### src/rtl/alu_result_commit.sv
// alu_result_commit
//   Execution-stage consumer of ALU results. A one-entry holding register
//   captures each ALU result together with its decode side-band on a
//   valid/ready handshake. The entry resolves branches and jumps from the ALU
//   compare flags and then commits the op. A commit writes the register file
//   (the write port is shared with the LSU, and the LSU has priority),
//   updates the fetch PC and flushes younger ops when the op redirects.
//
// Ports
//   clk, rst                 clock, synchronous active-high reset
//   in_valid / in_ready      handshake for one ALU result + side-band
//   in_alu_dout              ALU result (jalr: rs1+imm)
//   in_alu_comp              compare flags {ltu, lt, eq}
//   in_pc, in_imm            op PC and sign-extended branch/jal offset
//   in_br_type               0 none,1 beq,2 bne,3 blt,4 bge,5 bltu,6 bgeu,
//                            7 jal,8 jalr, 9-15 none
//   in_rd_en, in_rd_addr     destination register write request
//   lsu_wb_valid             LSU owns the RF write port this cycle
//   rf_wr_en/addr/data       register-file write port
//   pc_wr_en, pc_next        fetch PC update
//   flush                    taken branch/jump, kill younger ops
//   misalign_trap            redirect target has bit 1 set
module alu_result_commit #(
  parameter int data_width     = 32,
  parameter int pc_width       = 32,
  parameter int reg_addr_width = 5,
  parameter int alu_comp_width = 3
) (
  input  logic                      clk,
  input  logic                      rst,
  input  logic                      in_valid,
  output logic                      in_ready,
  input  logic [data_width-1:0]     in_alu_dout,
  input  logic [alu_comp_width-1:0] in_alu_comp,
  input  logic [pc_width-1:0]       in_pc,
  input  logic [pc_width-1:0]       in_imm,
  input  logic [3:0]                in_br_type,
  input  logic                      in_rd_en,
  input  logic [reg_addr_width-1:0] in_rd_addr,
  input  logic                      lsu_wb_valid,
  output logic                      rf_wr_en,
  output logic [reg_addr_width-1:0] rf_wr_addr,
  output logic [data_width-1:0]     rf_wr_data,
  output logic                      pc_wr_en,
  output logic [pc_width-1:0]       pc_next,
  output logic                      flush,
  output logic                      misalign_trap
);

  // Bit positions of the compare flags inside in_alu_comp.
  localparam int alu_comp_eq  = 0;
  localparam int alu_comp_lt  = 1;
  localparam int alu_comp_ltu = 2;

  localparam logic [3:0] BR_BEQ  = 4'd1;
  localparam logic [3:0] BR_BNE  = 4'd2;
  localparam logic [3:0] BR_BLT  = 4'd3;
  localparam logic [3:0] BR_BGE  = 4'd4;
  localparam logic [3:0] BR_BLTU = 4'd5;
  localparam logic [3:0] BR_BGEU = 4'd6;
  localparam logic [3:0] BR_JAL  = 4'd7;
  localparam logic [3:0] BR_JALR = 4'd8;

  typedef enum logic {
    ST_EMPTY = 1'b0,
    ST_FULL  = 1'b1
  } state_t;

  state_t r_state;
  state_t w_state_next;

  // Held entry
  logic [data_width-1:0]     r_alu_dout;
  logic [alu_comp_width-1:0] r_alu_comp;
  logic [pc_width-1:0]       r_pc;
  logic [pc_width-1:0]       r_imm;
  logic [3:0]                r_br_type;
  logic                      r_rd_en;
  logic [reg_addr_width-1:0] r_rd_addr;

  logic                w_full;
  logic                w_rd_write_needed;
  logic                w_blocked;
  logic                w_commit;
  logic                w_accept;
  logic                w_taken;
  logic                w_is_jump;
  logic                w_trap;
  logic [pc_width-1:0] w_pc_plus4;
  logic [pc_width-1:0] w_branch_target;
  logic [pc_width-1:0] w_jalr_target;
  logic [pc_width-1:0] w_target;

  // State register and entry capture
  always_ff @(posedge clk) begin
    if (rst) begin
      r_state    <= ST_EMPTY;
      r_alu_dout <= '0;
      r_alu_comp <= '0;
      r_pc       <= '0;
      r_imm      <= '0;
      r_br_type  <= '0;
      r_rd_en    <= 1'b0;
      r_rd_addr  <= '0;
    end else begin
      r_state <= w_state_next;
      if (w_accept) begin
        r_alu_dout <= in_alu_dout;
        r_alu_comp <= in_alu_comp;
        r_pc       <= in_pc;
        r_imm      <= in_imm;
        r_br_type  <= in_br_type;
        r_rd_en    <= in_rd_en;
        r_rd_addr  <= in_rd_addr;
      end
    end
  end

  // Branch resolution from the held entry
  always_comb begin
    w_taken   = 1'b0;
    w_is_jump = 1'b0;
    case (r_br_type)
      BR_BEQ:  w_taken =  r_alu_comp[alu_comp_eq];
      BR_BNE:  w_taken = !r_alu_comp[alu_comp_eq];
      BR_BLT:  w_taken =  r_alu_comp[alu_comp_lt];
      BR_BGE:  w_taken = !r_alu_comp[alu_comp_lt];
      BR_BLTU: w_taken =  r_alu_comp[alu_comp_ltu];
      BR_BGEU: w_taken = !r_alu_comp[alu_comp_ltu];
      BR_JAL, BR_JALR: begin
        w_taken   = 1'b1;
        w_is_jump = 1'b1;
      end
      default: w_taken = 1'b0;
    endcase

    w_pc_plus4       = r_pc + pc_width'(4);
    w_branch_target  = r_pc + r_imm;
    w_jalr_target    = pc_width'(r_alu_dout);
    w_jalr_target[0] = 1'b0;
    w_target         = (r_br_type == BR_JALR) ? w_jalr_target : w_branch_target;
    w_trap           = w_taken & w_target[1];
  end

  // Next state and commit outputs
  always_comb begin
    w_state_next  = r_state;
    rf_wr_en      = 1'b0;
    rf_wr_addr    = '0;
    rf_wr_data    = '0;
    pc_wr_en      = 1'b0;
    pc_next       = '0;
    flush         = 1'b0;
    misalign_trap = 1'b0;

    w_full            = (r_state == ST_FULL);
    w_rd_write_needed = r_rd_en & (r_rd_addr != '0);
    w_blocked         = w_full & w_rd_write_needed & lsu_wb_valid;
    // A reset in the same cycle discards the entry without side effects.
    w_commit          = w_full & !w_blocked & !rst;

    if (w_commit) begin
      flush         = w_taken;
      misalign_trap = w_trap;
      pc_wr_en      = !w_trap;
      pc_next       = w_taken ? w_target : w_pc_plus4;
      rf_wr_en      = w_rd_write_needed & !w_trap;
      rf_wr_addr    = r_rd_addr;
      rf_wr_data    = w_is_jump ? data_width'(w_pc_plus4) : r_alu_dout;
    end

    // A redirecting commit refuses the next (wrong-path) op.
    in_ready = !w_full | (w_commit & !w_taken);
    w_accept = in_valid & in_ready;

    if (w_accept) begin
      w_state_next = ST_FULL;
    end else if (w_commit) begin
      w_state_next = ST_EMPTY;
    end
  end

endmodule
### config.mk
export PLATFORM = sky130hd
export DESIGN_NAME = alu_result_commit
export DESIGN_NICKNAME = d
export VERILOG_FILES = /design/src/rtl/alu_result_commit.sv
export SDC_FILE = /design/constraint.sdc
export NUM_CORES = 1
export LEC_CHECK = 0
export ABC_AREA = 0
export BUFFER_PORTS_ARGS = -buffer_cell sky130_fd_sc_hd__buf_2
export CAP_MARGIN = 20
export CORE_MARGIN = 2
export CORE_UTILIZATION = 30
export CTS_CLUSTER_DIAMETER = 150
export DETAILED_ROUTE_END_ITERATION = 12
export HOLD_SLACK_MARGIN = 0.08
export PLACE_DENSITY = 0.52
export SLEW_MARGIN = 20
export SYNTH_ARGS = -nofsm -noshare
export SYNTH_HDL_FRONTEND = slang
export SYNTH_SLANG_ARGS = --single-unit
export TNS_END_PERCENT = 20
### constraint.sdc
create_clock -name clk -period 5.05 [get_ports clk]
set_clock_uncertainty 0.1 [all_clocks]
set_input_delay 1.01 -clock clk [delete_from_list [all_inputs] [get_ports clk]]
set_output_delay 1.01 -clock clk [all_outputs]
set_load 0.1 [all_outputs]
==> impl_metrics.tcl, run 1 <==
set metrics [dict create \
    status "completed" \
    synth_top_area_share_pct 31.4 \
    avgSynthCellArea_um2 7.06 \
    grt_overflow 0 \
    synth_flop_cell "dfxtp_1" \
    cts_tree "done" \
    port_buffers 186 \
    pin_count 187 \
    layout.nets 1284 \
    core_mm2 0.0228 \
    min_path_type "flop to flop" \
    initial_core_util_pct 30.8 \
    hpwl_um 18700 \
    synth_edf_count 0 \
    cp.depth 14 \
    rsz0062_at_grt "true" \
    fin_setup_tns_ns 0 \
    yosysMostFrequentCell "nand2_1" \
    synthArstFlopShare_pct 0 \
    via_count 7337 \
    clk_pin_slew_worst_paths_ns 0.08 \
    place_ws_ns 0.464 \
    grtUsageTotal_pct 19.6 \
    clock_latency_ns 0.36 \
    p_leak_uw 0.00364 \
    cts.hold.buffers_added 0 \
    reg2reg_slack_ns 1.37 \
    final.period_utilization_pct 95.6 \
    grt_pass1_wl_um 37400 \
    cts_root_buffer "clkbuf_16" \
    ys_types 59 \
    syn_inst 995 \
    tightest_slew_ns 0.975 \
    hold_ws_ns 0.360 \
    num_rows 55 \
    endpoint "pc_next[30]" \
    fin_cells 1456 \
    layout_setup_ws_ns 0.224 \
    crit_type "flop to primary output" \
    endpoint_kind "primary output" \
    hold_viol_final 0 \
    critPathMaxStageDelay_ns 0.45 \
    drv_slew 0 \
    fin_area_mm2 0.00862 \
    cp-startpoint "r_pc[0]" \
    period_needed_ns 4.83 \
    drtAntennaViolNets 0 \
    die_h_um 157 \
    grt_max_degree 61 \
    die_area_mm2 0.0246 \
    ys_ff_latch 110 \
    grt_pass1_vias 6786 \
    relSlewSlack_pct 35.0 \
    drc 0 \
    path_max_fanout 4 \
    syn-cell-area_mm2 0.00702 \
    avgViaCountPerCell 5.04 \
    cts_made_buffers 9 \
    cp_top_family "compound AO/OA/AOI/OAI gates" \
    synthToLayoutAreaGrowth_pct 22.7 \
    required_ns 3.94 \
    yosys-top-cells-area "dfxtp_1, nand2_1, a21oi_1, ha_1, a211oi_1" \
    yosysSeqAreaShare_pct 31.4 \
    gp_congestion 0.885 \
    timing.max_cap.violations 0 \
    setup_violations 0 \
    antenna_found_initial 0 \
    vdd_ir_drop_max_mv 0.115 \
    ys.warnings.count 0 \
    dpl_cell_area_mm2 0.00828 \
    reg2reg_from "r_rd_addr[4]" \
    critPathArrivalTime_ns 3.72 \
    startpoint_type "flop" \
    ys_top_cells_by_count "nand2_1, a21oi_1, dfxtp_1" \
    clock_path_buffers 2 \
    crit_chain "ha_1, inv_1, fa_1, and2b_1, o2111a_1, o21ai_0, o211a_1, o31ai_1, buf_4, a31oi_1, xnor2_1, a221oi_1, nor2_1, buf_2" \
    num_antenna_cells 0 \
    p_per_area_mw_per_mm2 267 \
    cts_sinks 110 \
    crit_slowest_cell "buf_2" \
    wire_per_inst_um 16.9 \
    synth_top_area_cell "dfxtp_1" \
    drive_above_1_share_pct 20.0 \
    reg2regPathDepth 11 \
    dpl.cell_count 1440 \
    reg2reg_to "r_pc[20]" \
    drtIter0Drc 450 \
    htreeDepth 3 \
    drt-pass1-iter-count 5 \
    finalWirelength_um 24600 \
    die_w_um 157 \
    crit_buf_inv 3 \
    fmax_ghz 0.207 \
    syn-num-nets 1141 \
]
==> report_power, final <==
| part | total, uW | switching (uW) | internal, uW |
|---|---|---|---|
| clock network | 777 | 329 | 448 |
| registers | 977 | 57.1 | 920 |
| logic | 550 | 374 | 176 |
==> worst register-to-register path, delay by kind of cell (launching register included) <==
kind | cells | cell delay (ns)
flops | 1 | 0.32
compound gates | 3 | 0.65
simple gates | 6 | 1.79
buf+inv | 2 | 0.68
==> cells in the final DEF, fill, tap and decap left out, drive strengths merged, types with 2 or more instances in the layout <==
master  count
a211o       2
a211oi     44
a21o       10
a21oi     150
a221o       3
a221oi      8
a31oi       6
and2       11
and3       11
buf       196
bufinv      2
clkbuf     17
clkinv      2
dfxtp     110
ha         32
inv         7
mux2i       5
nand2     279
nand2b      3
nand3      19
nand4       9
nor2       72
nor2b       7
nor3        9
nor3b       2
nor4b       2
o211ai      3
o21a        6
o21ai      25
o21bai      2
o221ai      8
o22ai       5
o31ai       4
xnor2      22
xor2       29
==> worst min-delay path by stage <==
stage                     slack [ns]          start  cells after the start             to
after floorplan                 0.34  r_alu_dout[0]                      2  r_alu_dout[0]
after global placement          0.35        r_rd_en                      2        r_rd_en
after detailed placement        0.35        r_rd_en                      2        r_rd_en
after CTS                       0.36        r_rd_en                      2        r_rd_en
after global routing            0.38        r_rd_en                      2        r_rd_en
final                           0.36      r_imm[25]                      2      r_imm[25]
==> per-stage QoR <==
stage | util, % | total power [uW]
after detailed placement | 36.4 | 1550
after floorplan | - | 1380
final | 37.8 | 2300
after global routing | 37.8 | 2430
after CTS | 37.7 | 2330
after global placement | 36.4 | 1540
==> layer usage <==
metal	global-route usage (%)	up-vias	part of all wire [%]
li1	-	3752	-
met4	8.08	0	2.9
met2	28.7	194	42
met5	0	-	0
met3	1.87	34	3.4
met1	29.1	3357	51
==> state kept, by name, indices dropped and copies added, names as in the netlist <==
register,cells
r_rd_addr,5
r_br_type,4
r_state,1
r_pc,32
r_imm,32
r_alu_comp,3
r_alu_dout,32
r_rd_en,1
==> area by class of cell <==
type	instances	area [um2]
inverter	7	26.3
clock inverter	4	70.1
fill	2460	14200
sequential	110	2200
clock buffer	12	246
multi-input combinational	809	4550
timing repair buffer	201	1130
tap	313	392
==> cell families (layout without fill, tap and decap cells) <==
| logic type | after synthesis | after routing | synth area share [%] |
|---|---|---|---|
| xor gates and xnor gates | 51 | 51 | 6.36 |
| and+or+nand+nor | 433 | 433 | 25.9 |
| muxes | 5 | 5 | 0.713 |
| adders and majority gates | 33 | 33 | 5.99 |
| AOI/OAI and AO/OA | 287 | 287 | 25.0 |
| DFF | 110 | 110 | 31.4 |
| buffers and inverters | 76 | 224 | 4.63 |
==> repair_timing <==
item	in CTS	in global routing
setup buffers	0	0
setup endpoints to repair	0	6
resized for setup	0	9
Power figures use the tool's default switching activity.
==> inputs of run 2 (changes only) <==
--- a/config.mk
+++ b/config.mk
@@ -9,11 +9,12 @@
 export BUFFER_PORTS_ARGS = -buffer_cell sky130_fd_sc_hd__buf_2
 export CAP_MARGIN = 20
 export CORE_MARGIN = 2
-export CORE_UTILIZATION = 30
+export CORE_UTILIZATION = 45
 export CTS_CLUSTER_DIAMETER = 150
 export DETAILED_ROUTE_END_ITERATION = 12
+export GPL_ROUTABILITY_DRIVEN = 0
 export HOLD_SLACK_MARGIN = 0.08
-export PLACE_DENSITY = 0.52
+export PLACE_DENSITY = 0.72
 export SLEW_MARGIN = 20
 export SYNTH_ARGS = -nofsm -noshare
 export SYNTH_HDL_FRONTEND = slang
==> run 2 against run 1 <==
Routed wire length shrank 11%. Highest routed layer unchanged. Largest power group unchanged. Sequential power is essentially flat. Critical endpoint is now pc_next[16]. Combinational power shrank 1%.
==> impl_metrics.tcl, run 2 (synthesis results as in run 1) <==
set metrics [dict create \
    fmax_ghz 0.206 \
    period_needed_ns 4.84 \
    crit_slowest_cell "clkbuf_4" \
    final.period_utilization_pct 95.9 \
    drv_slew 0 \
    layout_commonest_cell "nand2_1" \
    clk_pin_slew_worst_paths_ns 0.08 \
    cts-resized-gates 0 \
    htreeDepth 3 \
    drc 0 \
    p_per_area_mw_per_mm2 270 \
    clock_path_buffers 2 \
    layout.nets 1282 \
    setup_violations 0 \
    antenna_found_initial 0 \
    fin_setup_tns_ns 0 \
    clock_latency_ns 0.36 \
    cts_tree "done" \
    relSlewSlack_pct 38.3 \
    path_max_fanout 4 \
    hpwl_um 16000 \
    register_area_mm2 0.00220 \
    grt_max_degree 111 \
    endpoint_kind "primary output" \
    required_ns 3.94 \
    drt-pass1-iter-count 5 \
    core_mm2 0.0152 \
    die_area_mm2 0.0166 \
    nFillCells 1523 \
    drive_above_1_share_pct 20.0 \
    initial_core_util_pct 46.2 \
    vdd_ir_drop_max_mv 0.190 \
    crit_type "flop to primary output" \
    hold_viol_final 0 \
    grt_pass1_wl_um 34000 \
    dpl.cell_count 1313 \
    place_ws_ns 0.528 \
    intPower_uw 1510 \
    avgViaCountPerCell 5.64 \
    total_power_uw 2270 \
    cts.hold.buffers_added 0 \
    final_util_pct 55.2 \
    critPathArrivalTime_ns 3.73 \
    pwr-share-comb_pct 23.9 \
    cts_setup_buffers 0 \
    crit_chain "ha_1, inv_1, fa_1, and2b_1, o2111a_1, o21ai_0, nand2_1, a221o_1, a21oi_1, o31ai_1, xnor2_1, o221ai_1, clkbuf_4" \
    p_seq_share_pct 42.9 \
    rsz0062_at_grt "false" \
    min_path_type "flop to flop" \
    grt_pass1_vias 6646 \
    final_cell_mix "nand2_1, buf_2, a21oi_1" \
    cts_made_buffers 9 \
    layout_setup_ws_ns 0.206 \
    tightest_slew_ns 0.926 \
    timing.max_cap.violations 0 \
    finalWirelength_um 21900 \
    synthToLayoutAreaGrowth_pct 19.6 \
    cts_root_buffer "clkbuf_16" \
    use_met1_pct 37.2 \
    p_sw_uw 761 \
    pin_count 187 \
    startpoint_type "flop" \
    grtUsageTotal_pct 25.8 \
    status "completed" \
    grt_util_met2_pct 39.4 \
    port_buffers 186 \
    drtAntennaViolNets 0 \
    num_antenna_cells 0 \
    swShare_pct 33.5 \
    grtUsageMet3_pct 3.53 \
    cts_sinks 110 \
    die_w_um 129 \
    drtIter0Drc 564 \
    wire_per_inst_um 16.5 \
    critPathMaxStageDelay_ns 0.41 \
    grt_overflow 0 \
    num_rows 45 \
    clock_power_share_pct 33.2 \
    largestRegisters "r_alu_dout (32), r_imm (32), r_pc (32)" \
    fin_cells 1329 \
    die_h_um 129 \
    grt.busiest_layer "met2" \
    multi_input_area_mm2 0.00455 \
    via_count 7498 \
    p_leak_uw 0.00361 \
]
==> run 2: routing by layer <==
layer	vias to the layer above	wire [um]
met5	-	0
met4	0	543
met3	37	1210
met2	253	9570
met1	3456	10600
li1	3752	-
==> run 2: power by group through the flow <==
stage               Combinational, uW  Sequential (uW)  Clock (uW)
detailed placement                534              992           0
floorplan                         406              973           0
global placement                  530              990           0
finish                            543              974         752
global route                      592              982         795
CTS                               537              973         765
==> run 2: layout make-up <==
class                           count  share of cell area, %
Multi-Input combinational cell    809                   54.2
Sequential cell                   110                   26.2
Timing Repair Buffer              199                   12.7
Clock buffer                       12                   3.05
Tap cell                          188                   2.80
Clock inverter                      4                  0.656
Inverter                            7                  0.313
==> run 2: critical path: cells and delay by family (launching register included) <==
kind	cells	cell delay, ns
adders and majority gates	2	0.40
buffers and inverters	2	0.49
and+or+nand+nor	2	0.40
xor gates and xnor gates	1	0.13
AOI/OAI and AO/OA	6	1.61
DFF	1	0.34
==> run 2: worst paths after layout <==
| check | from | to | slack [ns] | cells after the start |
|---|---|---|---|---|
| hold / removal | r_imm[22] | r_imm[22] | 0.36 | 2 |
| setup reg to reg | r_rd_addr[4] | r_alu_dout[20] | 1.52 | 11 |
| hold reg to reg | r_imm[22] | r_imm[22] | 0.36 | 2 |
| setup / recovery | r_pc[0] | pc_next[16] | 0.21 | 13 |
==> run 2: metrics by stage <==
step | area [um2] | hold WS (ns)
floorplan | 7050 | 0.336
global placement | 8070 | 0.348
CTS | 8380 | 0.363
detailed placement | 8070 | 0.353
finish | 8400 | 0.359
global route | 8400 | 0.382
